### src/rtl/pet_state_ctrl.sv
// pet_state_ctrl
//   Core game-state stage of the virtual pet. It takes the debounced button
//   levels, turns each rising edge into a one-cycle event, runs a tick time
//   base, decays hunger and health over time, and derives the pet condition
//   and the display selection. Every output is a register.
//
// Ports
//   clk          system clock
//   rst          asynchronous, active-low reset
//   feeding      debounced feed button level
//   healing      debounced heal button level
//   change       debounced display-change button level
//   testBut      conditioned test-mode button level
//   hunger       fullness level, 0..MAX_LEVEL
//   health       health level, 0..MAX_LEVEL
//   pet_state    0=OK, 1=HUNGRY, 2=SICK, 3=DEAD
//   disp_sel     0=hunger, 1=health, 2=state
//   test_active  test mode flag (short tick period)
//   tick         one-cycle pulse per time-base tick
module pet_state_ctrl #(
  parameter int unsigned TICK_CYCLES      = 50000000,
  parameter int unsigned TEST_TICK_CYCLES = 50000,
  parameter int unsigned HUNGER_DECAY     = 10,
  parameter int unsigned HEALTH_DECAY     = 20,
  parameter int unsigned MAX_LEVEL        = 5
) (
  input  logic       clk,
  input  logic       rst,
  input  logic       feeding,
  input  logic       healing,
  input  logic       change,
  input  logic       testBut,
  output logic [2:0] hunger,
  output logic [2:0] health,
  output logic [1:0] pet_state,
  output logic [1:0] disp_sel,
  output logic       test_active,
  output logic       tick
);

  localparam int unsigned CNT_MAX = (TICK_CYCLES > TEST_TICK_CYCLES) ? TICK_CYCLES : TEST_TICK_CYCLES;
  localparam int unsigned CNT_W   = $clog2(CNT_MAX + 1);
  localparam int unsigned HT_W    = $clog2(HUNGER_DECAY + 1);
  localparam int unsigned LT_W    = $clog2(HEALTH_DECAY + 1);

  localparam logic [CNT_W-1:0] NORM_LAST   = CNT_W'(TICK_CYCLES - 1);
  localparam logic [CNT_W-1:0] TEST_LAST   = CNT_W'(TEST_TICK_CYCLES - 1);
  localparam logic [HT_W-1:0]  HUNGER_LAST = HT_W'(HUNGER_DECAY - 1);
  localparam logic [LT_W-1:0]  HEALTH_LAST = LT_W'(HEALTH_DECAY - 1);
  localparam logic [2:0]       MAX_LVL     = 3'(MAX_LEVEL);

  typedef enum logic [1:0] {
    PET_OK     = 2'd0,
    PET_HUNGRY = 2'd1,
    PET_SICK   = 2'd2,
    PET_DEAD   = 2'd3
  } pet_state_t;

  typedef enum logic [1:0] {
    DISP_HUNGER = 2'd0,
    DISP_HEALTH = 2'd1,
    DISP_STATE  = 2'd2
  } disp_sel_t;

  // registered state
  logic             feed_prev, heal_prev, change_prev, test_prev;
  logic [CNT_W-1:0] tick_cnt_q;
  logic [HT_W-1:0]  hunger_tmr_q;
  logic [LT_W-1:0]  health_tmr_q;
  logic [2:0]       hunger_q, health_q;
  pet_state_t       pet_state_q;
  disp_sel_t        disp_sel_q;
  logic             test_active_q, tick_q;

  // next-state values
  logic             ev_feed, ev_heal, ev_change, ev_test;
  logic             is_dead;
  logic             test_next;
  logic [CNT_W-1:0] period_last, next_last, tick_cnt_next;
  logic             tick_next;
  logic             hunger_dec, health_dec;
  logic [HT_W-1:0]  hunger_tmr_next;
  logic [LT_W-1:0]  health_tmr_next;
  logic [2:0]       hunger_next, health_next;
  pet_state_t       pet_state_next;
  disp_sel_t        disp_sel_next;

  // Saturating +1/-1; an increment and a decrement together cancel.
  function automatic logic [2:0] step_level(input logic [2:0] cur,
                                            input logic       inc,
                                            input logic       dec);
    logic [2:0] res;
    res = cur;
    if (inc && !dec && cur != MAX_LVL)
      res = cur + 3'd1;
    else if (dec && !inc && cur != 3'd0)
      res = cur - 3'd1;
    return res;
  endfunction

  always_comb begin
    ev_feed   = feeding & ~feed_prev;
    ev_heal   = healing & ~heal_prev;
    ev_change = change  & ~change_prev;
    ev_test   = testBut & ~test_prev;

    // health==0 is checked directly rather than via pet_state so that a heal
    // arriving in the cycle before pet_state catches up cannot revive the pet.
    is_dead = (health_q == 3'd0);

    // Time base. tick is registered against the next count and next period
    // so it is high exactly in the cycle whose count equals P-1.
    test_next   = test_active_q ^ ev_test;
    period_last = test_active_q ? TEST_LAST : NORM_LAST;
    next_last   = test_next     ? TEST_LAST : NORM_LAST;
    if (ev_test || tick_cnt_q >= period_last)
      tick_cnt_next = '0;
    else
      tick_cnt_next = tick_cnt_q + CNT_W'(1);
    tick_next = (tick_cnt_next == next_last);

    // Hunger decay timer
    hunger_dec      = 1'b0;
    hunger_tmr_next = hunger_tmr_q;
    if (!is_dead && tick_q) begin
      if (hunger_tmr_q == HUNGER_LAST) begin
        hunger_tmr_next = '0;
        hunger_dec      = 1'b1;
      end else begin
        hunger_tmr_next = hunger_tmr_q + HT_W'(1);
      end
    end

    // Health decay timer; starving pets lose health on every tick
    health_dec      = 1'b0;
    health_tmr_next = health_tmr_q;
    if (!is_dead) begin
      if (hunger_q == 3'd0) begin
        health_tmr_next = '0;
        health_dec      = tick_q;
      end else if (tick_q) begin
        if (health_tmr_q == HEALTH_LAST) begin
          health_tmr_next = '0;
          health_dec      = 1'b1;
        end else begin
          health_tmr_next = health_tmr_q + LT_W'(1);
        end
      end
    end

    hunger_next = step_level(hunger_q, ev_feed && !is_dead, hunger_dec);
    health_next = step_level(health_q, ev_heal && !is_dead, health_dec);

    if (health_q == 3'd0)
      pet_state_next = PET_DEAD;
    else if (health_q <= 3'd1)
      pet_state_next = PET_SICK;
    else if (hunger_q <= 3'd1)
      pet_state_next = PET_HUNGRY;
    else
      pet_state_next = PET_OK;

    disp_sel_next = disp_sel_q;
    if (ev_change) begin
      case (disp_sel_q)
        DISP_HUNGER: disp_sel_next = DISP_HEALTH;
        DISP_HEALTH: disp_sel_next = DISP_STATE;
        default:     disp_sel_next = DISP_HUNGER;
      endcase
    end
  end

  always_ff @(posedge clk or negedge rst) begin
    if (!rst) begin
      // History starts high so a button held through reset gives no event
      feed_prev     <= 1'b1;
      heal_prev     <= 1'b1;
      change_prev   <= 1'b1;
      test_prev     <= 1'b1;
      tick_cnt_q    <= '0;
      hunger_tmr_q  <= '0;
      health_tmr_q  <= '0;
      hunger_q      <= MAX_LVL;
      health_q      <= MAX_LVL;
      pet_state_q   <= PET_OK;
      disp_sel_q    <= DISP_HUNGER;
      test_active_q <= 1'b0;
      tick_q        <= 1'b0;
    end else begin
      feed_prev     <= feeding;
      heal_prev     <= healing;
      change_prev   <= change;
      test_prev     <= testBut;
      tick_cnt_q    <= tick_cnt_next;
      hunger_tmr_q  <= hunger_tmr_next;
      health_tmr_q  <= health_tmr_next;
      hunger_q      <= hunger_next;
      health_q      <= health_next;
      pet_state_q   <= pet_state_next;
      disp_sel_q    <= disp_sel_next;
      test_active_q <= test_next;
      tick_q        <= tick_next;
    end
  end

  assign hunger      = hunger_q;
  assign health      = health_q;
  assign pet_state   = pet_state_q;
  assign disp_sel    = disp_sel_q;
  assign test_active = test_active_q;
  assign tick        = tick_q;

endmodule

### config.mk
export PLATFORM = sky130hd
export DESIGN_NAME = pet_state_ctrl
export DESIGN_NICKNAME = d
export VERILOG_FILES = /design/src/rtl/pet_state_ctrl.sv
export SDC_FILE = /design/constraint.sdc
export NUM_CORES = 1
export LEC_CHECK = 0
export BUFFER_PORTS_ARGS = -buffer_cell sky130_fd_sc_hd__clkbuf_2
export CAP_MARGIN = 40
export CORE_MARGIN = 5
export CORE_UTILIZATION = 55
export DETAILED_ROUTE_END_ITERATION = 8
export PLACE_DENSITY = 0.76
export SYNTH_ARGS = -nofsm -noshare
export SYNTH_HDL_FRONTEND = slang
export SYNTH_SLANG_ARGS = --single-unit
### constraint.sdc
create_clock -name clk -period 2.7 [get_ports clk]
set_input_delay 0.135 -clock clk [delete_from_list [all_inputs] [get_ports clk]]
set_output_delay 0.135 -clock clk [all_outputs]
set_load 0.02 [all_outputs]
# Word level (Yosys, flattened, before mapping)
# Cells that the tools add are included.
dict set report classes {
  multipliers 0
  magnitude_cmp 3
  n_addsub 7
  mux 21
  bitwise_logic 10
  reduce_logical 26
  n_div 0
  eq_ne 6
  shift 0
}
# op count
set ops {}
lappend ops {{2-to-1 mux 26 bit} 3}
lappend ops {{adder 26 x 1 -> 26 bit (second input constant)} 1}
lappend ops {{equality test 26 bit} 1}
lappend ops {{>= comparator 26 bit} 1}
lappend ops {{2-to-1 mux 5 bit} 3}
lappend ops {{2-to-1 mux 3 bit} 4}
lappend ops {{logical AND 1 bit} 11}
lappend ops {{2-to-1 mux 1 bit} 7}
lappend ops {{adder 3 x 1 -> 3 bit (second input constant)} 2}
lappend ops {{less-or-equal comparator 3 x 1 -> 1 bit (second input constant)} 2}
lappend ops {{zero test 3 bit} 2}
lappend ops {{!= test 3 bit (second input constant)} 2}
lappend ops {{nonzero test 2 bit} 3}
lappend ops {{nonzero test 3 bit} 2}
lappend ops {{subtractor 3 x 1 -> 3 bit (second input constant)} 2}
lappend ops {{adder 5 x 1 -> 5 bit (second input constant)} 1}
lappend ops {{equality test 5 bit (second input constant)} 1}
lappend ops {{zero test 1 bit} 5}
lappend ops {{inverter 1 bit} 5}
lappend ops {{adder 4 x 1 -> 4 bit (second input constant)} 1}
lappend ops {{bitwise AND 1 bit} 4}
lappend ops {{equality test 4 bit (second input constant)} 1}
lappend ops {{2-to-1 mux 2 bit} 2}
lappend ops {{2-to-1 mux 4 bit} 1}
lappend ops {{6 further kinds} 6}
dict set report totals {
  memories 0
  mem_bits_ro 0
  ff_bits 51
  elab_cells 86
  latch_bits 0
  input_bits 6
  ramBits 0
  output_inout_bits 12
}

# Depth between registers and ports, before layout
dict set report depth {
  ltp_word 9
  depth_mapped 10
  mapped_depth_nobuf 9
}

# Least setup slack after synthesis
# No wires, ideal clock.
dict set report synth_timing {
  kind {flip-flop to flip-flop}
  start {reg test_active_q, in the netlist test_active}
  end {reg tick_q, in the netlist tick}
  setup_ns 0.111
  period_less_slack_ns 2.635
  t_arrival_ns 2.524
  path_stages_with_launch 9
  required_time_ns 2.589
  slack_ns 0.065
  n_path_buf 0
  cell_sequence {dfrtp_1 > ha_1 > a211o_1 > a211oi_1 > o31ai_1 > or3_1 > a211oi_1 > nand3_1 > a2111oi_2}
}
dict set report synth_via {
  elab_chain_len 5
  word_cells_on_any_way 7
  classes_between {order compare: 1; eq/ne: 1; mux: 3; bitwise: 1; reduce/logical: 1}
}
# item line
set synth_lines {}
lappend synth_lines {{start: declaration} 73} ;# logic test_active_q, tick_q;
lappend synth_lines {{start signal: assignment} 201} ;# test_active_q <= test_next;
lappend synth_lines {{2-to-1 mux 26 bit} 114} ;# period_last = test_active_q ? TEST_LAST : NORM_LAST;
lappend synth_lines {{>= comparator 26 bit} 116} ;# if (ev_test || tick_cnt_q >= period_last)
lappend synth_lines {{logical OR 1 bit} 116}
lappend synth_lines {{2-to-1 mux 26 bit} 116}
lappend synth_lines {{equality test 26 bit (*)} 120} ;# tick_next = (tick_cnt_next == next_last);
lappend synth_lines {{net tick_next} 80} ;# logic tick_next;
lappend synth_lines {{end signal: assignment} 202} ;# tick_q <= tick_next;
lappend synth_lines {{end: declaration} 73}
# Mark *: on every way through the listed nets, which the timed path passes. The rest lies on a longest branch.
# A chain may end at the register's enable or synchronous reset.

# Worst setup path after layout
dict set report layout_timing {
  start {reg tick_cnt_q[1]}
  end {reg tick_q, in the netlist tick}
}
dict set report layout_via {
  elab_chain_len 4
  word_cells_on_any_way 5
  classes_between {add/sub: 1; order compare: 1; eq/ne: 1; mux: 1; reduce/logical: 1}
}
# item line
set layout_lines {}
lappend layout_lines {{start: declaration} 67} ;# logic [CNT_W-1:0] tick_cnt_q;
lappend layout_lines {{start signal: assignment} 194} ;# tick_cnt_q <= tick_cnt_next;
lappend layout_lines {{>= comparator 26 bit} 116}
lappend layout_lines {{logical OR 1 bit} 116}
lappend layout_lines {{2-to-1 mux 26 bit (*)} 116}
lappend layout_lines {{equality test 26 bit (*)} 120}
lappend layout_lines {{net tick_next} 80}
# Marked as above.

==> impl_metrics.xml <==
<?xml version="1.0" encoding="UTF-8"?>
<metrics>
  <group name="clocking">
    <metric name="clkSlewWorstSetupHoldPaths" unit="ps">90</metric>
    <metric name="clock-sinks" unit="">51</metric>
    <metric name="htree_levels" unit="">2</metric>
    <metric name="cts.path.max_buffers" unit="">2</metric>
    <metric name="cts_buffer_count" unit="">5</metric>
    <metric name="root_buffer" unit="">clkbuf_8</metric>
    <metric name="clkLatencyLatePin" unit="ps">300</metric>
    <metric name="cts_tree" unit="">built</metric>
  </group>
  <group name="floorplan">
    <metric name="initial_utilization" unit="">0.571</metric>
    <metric name="core_region_area" unit="µm²">5540</metric>
    <metric name="die_h" unit="µm">85.8</metric>
    <metric name="floorplan.die_area" unit="µm²">7370</metric>
    <metric name="std_cell_rows" unit="">27</metric>
    <metric name="design.portCount" unit="">18</metric>
    <metric name="die_width" unit="µm">85.8</metric>
  </group>
  <group name="sta">
    <metric name="worst_pin_slew" unit="ps">574</metric>
    <metric name="slew_violations" unit="">0</metric>
    <metric name="maxSlewHeadroom" unit="">0.615</metric>
    <metric name="fin_worst_hold_slack" unit="ps">217</metric>
    <metric name="max_clock_freq" unit="MHz">380</metric>
    <metric name="clock-skew-final" unit="ps">12.4</metric>
    <metric name="setup_viol_count_final" unit="">0</metric>
    <metric name="fin_hold_viols" unit="">0</metric>
    <metric name="final.period_utilization" unit="">0.975</metric>
    <metric name="post-route-min-period" unit="ps">2630</metric>
  </group>
  <group name="global_route">
    <metric name="grtUsageTotal" unit="">0.189</metric>
    <metric name="grt_first_pass_wirelength" unit="mm">11.5</metric>
    <metric name="grt_max_degree" unit="">29</metric>
    <metric name="number_of_antenna_violations_at_the_first_check_in_global_routing" unit="">0</metric>
    <metric name="global_route_congestion_overflow_total" unit="">0</metric>
    <metric name="first_global_vias" unit="">2566</metric>
  </group>
  <group name="finish">
    <metric name="drive_gt1_frac" unit="">0.214</metric>
    <metric name="final-seq-area" unit="µm²">1290</metric>
    <metric name="multi_input_combinational_cell_area" unit="µm²">1840</metric>
    <metric name="n_antenna_cell" unit="">0</metric>
    <metric name="flow.area_growth_from_synthesis" unit="%">17.0</metric>
    <metric name="final_net_count" unit="">412</metric>
    <metric name="num-fill-cells" unit="">433</metric>
    <metric name="postLayoutCoreUtil" unit="">0.668</metric>
  </group>
  <group name="routing">
    <metric name="number_of_violations_reported_at_the_end_of_detailed_routing_iteration_0" unit="">106</metric>
    <metric name="routed_wl" unit="mm">6.80</metric>
    <metric name="detail_route.vias_per_cell" unit="">5.76</metric>
    <metric name="avgRoutedWirePerCell" unit="µm">14.9</metric>
    <metric name="drt_drc_violations_left" unit="">0</metric>
    <metric name="ant_nets" unit="">0</metric>
    <metric name="routed-via-count" unit="">2626</metric>
    <metric name="drtPass1Iterations" unit="">4</metric>
  </group>
  <group name="power">
    <metric name="pwr_density" unit="nW/µm²">628</metric>
    <metric name="pwr-share-seq" unit="">0.443</metric>
    <metric name="ir_worst_vdd" unit="mV">0.512</metric>
    <metric name="comb_power_share" unit="">0.358</metric>
    <metric name="share_clk_of_total_power" unit="">0.199</metric>
    <metric name="leakagePower" unit="µW">0.00168</metric>
    <metric name="int_pwr" unit="µW">1430</metric>
    <metric name="p_sw" unit="µW">892</metric>
    <metric name="sw_frac" unit="">0.384</metric>
  </group>
  <group name="worst_setup_path">
    <metric name="cp-start-kind" unit="">flop</metric>
    <metric name="r2r_end" unit="">tick</metric>
    <metric name="critical_path_required" unit="ps">2890</metric>
    <metric name="cp.arrival" unit="ps">2820</metric>
    <metric name="reg2regPathDepth" unit="">8</metric>
    <metric name="cp-end-kind" unit="">flop</metric>
    <metric name="rrSetupSlack" unit="ps">70</metric>
    <metric name="start_to_end_type_of_the_worst_setup_path" unit="">reg2reg</metric>
    <metric name="critPathMaxFanout" unit="">3</metric>
    <metric name="regToRegStartpoint" unit="">tick_cnt_q[1]</metric>
  </group>
  <group name="run">
    <metric name="maximum_capacitance_violations" unit="">0</metric>
  </group>
  <group name="run_status">
    <metric name="run_status" unit="">complete, no violations</metric>
  </group>
  <group name="logic_synthesis">
    <metric name="synthDistinctLibCells" unit="">53</metric>
    <metric name="post-synth-top-count-cell" unit="">nor2_1</metric>
    <metric name="synthArstFlopShare" unit="">1.00</metric>
    <metric name="syn_avg_cell_area" unit="µm²">9.36</metric>
    <metric name="synth_largest_area_cell" unit="">dfrtp_1</metric>
    <metric name="ys_top_cells_by_count" unit="">46 x nor2_1, 43 x dfrtp_1, 30 x nand2_1, 23 x ha_1, 19 x xnor2_1</metric>
    <metric name="synth.area.top_cells" unit="">dfrtp_1 34%, ha_1 9.1%, dfstp_2 6.6%</metric>
    <metric name="synthesized_netlist_cell_count" unit="">338</metric>
    <metric name="ys_seq_elements" unit="">51</metric>
    <metric name="ys_seq_area_frac" unit="">0.407</metric>
    <metric name="yosys.area.top_type_share" unit="">0.340</metric>
    <metric name="synth_fp_nets" unit="">367</metric>
    <metric name="synth-edff-count" unit="">0</metric>
    <metric name="yosys_most_used_dff" unit="">dfrtp_1</metric>
    <metric name="synthesis.area" unit="µm²">3160</metric>
    <metric name="yosysWarnings" unit="">0</metric>
  </group>
  <group name="placement">
    <metric name="place.port_buffers" unit="">17</metric>
    <metric name="post-dp-hpwl" unit="mm">4.93</metric>
    <metric name="routability_driven_placement_congestion_ratio" unit="">0.843</metric>
  </group>
  <group name="hold_path">
    <metric name="min_path_type" unit="">in2async</metric>
  </group>
</metrics>
what timing repair did:
action                                  CTS  global route
endpoints found under the setup margin    0             1
setup buffers                             0             8
hold buffers                              5             0
gates resized for setup                   0            14
hold endpoints to repair                 33             0
metal layers:
metal,part of all wire,track usage,vias to the layer above
met4,0.012,0.0489,0
met1,0.45,0.245,1272
met3,0.037,0.0346,8
met2,0.50,0.324,64
met5,0,0,-
li1,-,-,1282
flip-flops by register name, summed over array words and instances, names as in the netlist:
| signal | count |
|---|---|
| tick | 1 |
| heal_prev | 1 |
| test_active | 1 |
| hunger | 3 |
| change_prev | 1 |
| disp_sel | 2 |
| test_prev | 1 |
| health_tmr_q | 5 |
| tick_cnt_q | 26 |
| feed_prev | 1 |
| pet_state | 2 |
| health | 3 |
| hunger_tmr_q | 4 |
cell families after synthesis:
| kind of cell | after synthesis | share of synthesized area |
|---|---|---|
| buf+inv | 22 | 0.0316 |
| flops | 51 | 0.407 |
| simple gates | 153 | 0.264 |
| compound gates | 56 | 0.113 |
| mux | 4 | 0.0131 |
| fa+ha+maj | 23 | 0.0910 |
| xor+xnor | 29 | 0.0803 |
final cells by class:
cell class / count / area share
clock inverter: 2 / 0.00439
tap: 72 / 0.0243
sequential: 51 / 0.349
timing repair buffer: 47 / 0.0906
multi-input combinational: 265 / 0.496
clock buffer: 6 / 0.0223
inverter: 13 / 0.0132
through the flow:
step / setup slack [ps] / instances / cell area (µm²) / total power, µW / TNS (ps)
floorplan: 64.6 / 338 / 3160 / 1580 / 0
global placement: 180 / 434 / 3410 / 1810 / 0
detailed placement: 68.4 / 435 / 3430 / 1850 / 0
CTS: 40.7 / 448 / 3580 / 2320 / 0
finish: 68.7 / 456 / 3700 / 2320 / 0
global route: -82.1 / 456 / 3700 / 2500 / -82.1
how the worst max path moves through the flow:
| stage | slack, ps | cells after the start | to | from |
|---|---|---|---|---|
| CTS | 40 | 9 | tick | tick_cnt_q[1] |
| global route | -80 | 8 | tick | tick_cnt_q[1] |
| detailed placement | 70 | 9 | tick | tick_cnt_q[1] |
| finish | 70 | 8 | tick | tick_cnt_q[1] |
| floorplan | 60 | 8 | tick | test_active |
| global placement | 180 | 8 | tick | tick_cnt_q[1] |
critical path, stage by stage (launching register included):
cell and delay (ps):
dfrtp_1 380, ha_2 210, nand3_2 80, or4_1 590
nor4_2 310, a21oi_1 90, a2111oi_2 330, o21ai_1 160
a2111oi_4 360
placed cells by master (no fill, tap or decap), types with 2 or more instances in the layout:
cell,n
ha_1,22
xor2_1,9
mux2i_1,3
nand4b_1,3
and3_2,2
nand3_1,15
clkbuf_8,6
a31oi_1,2
xnor2_1,19
clkbuf_2,17
o21ai_1,3
nor4_1,3
a22oi_1,2
and4_1,2
dlygate4sd3_1,5
nor2_1,45
o31ai_1,6
dfstp_2,8
nand4_1,6
nor3_1,11
nor2b_1,7
nor3b_1,3
nand2_1,30
o21ai_0,11
a21o_1,2
buf_4,24
or4_1,2
nand4_4,2
inv_1,13
nor4_4,3
dfrtp_2,5
nand3b_1,2
dfrtp_1,38
a21oi_1,17
or3_1,3
o22ai_1,2
nand2b_1,5
a211oi_1,2
and3_1,3
power by group through the flow:
stage / sequential [µW] / clock, µW / combinational, µW
after floorplan: 1140 / 0 / 441
after global placement: 1040 / 0 / 771
after detailed placement: 1050 / 0 / 804
after CTS: 1030 / 477 / 815
after global routing: 1050 / 512 / 939
final: 1030 / 462 / 831
Note: power is estimated with default switching activity, not from simulation.
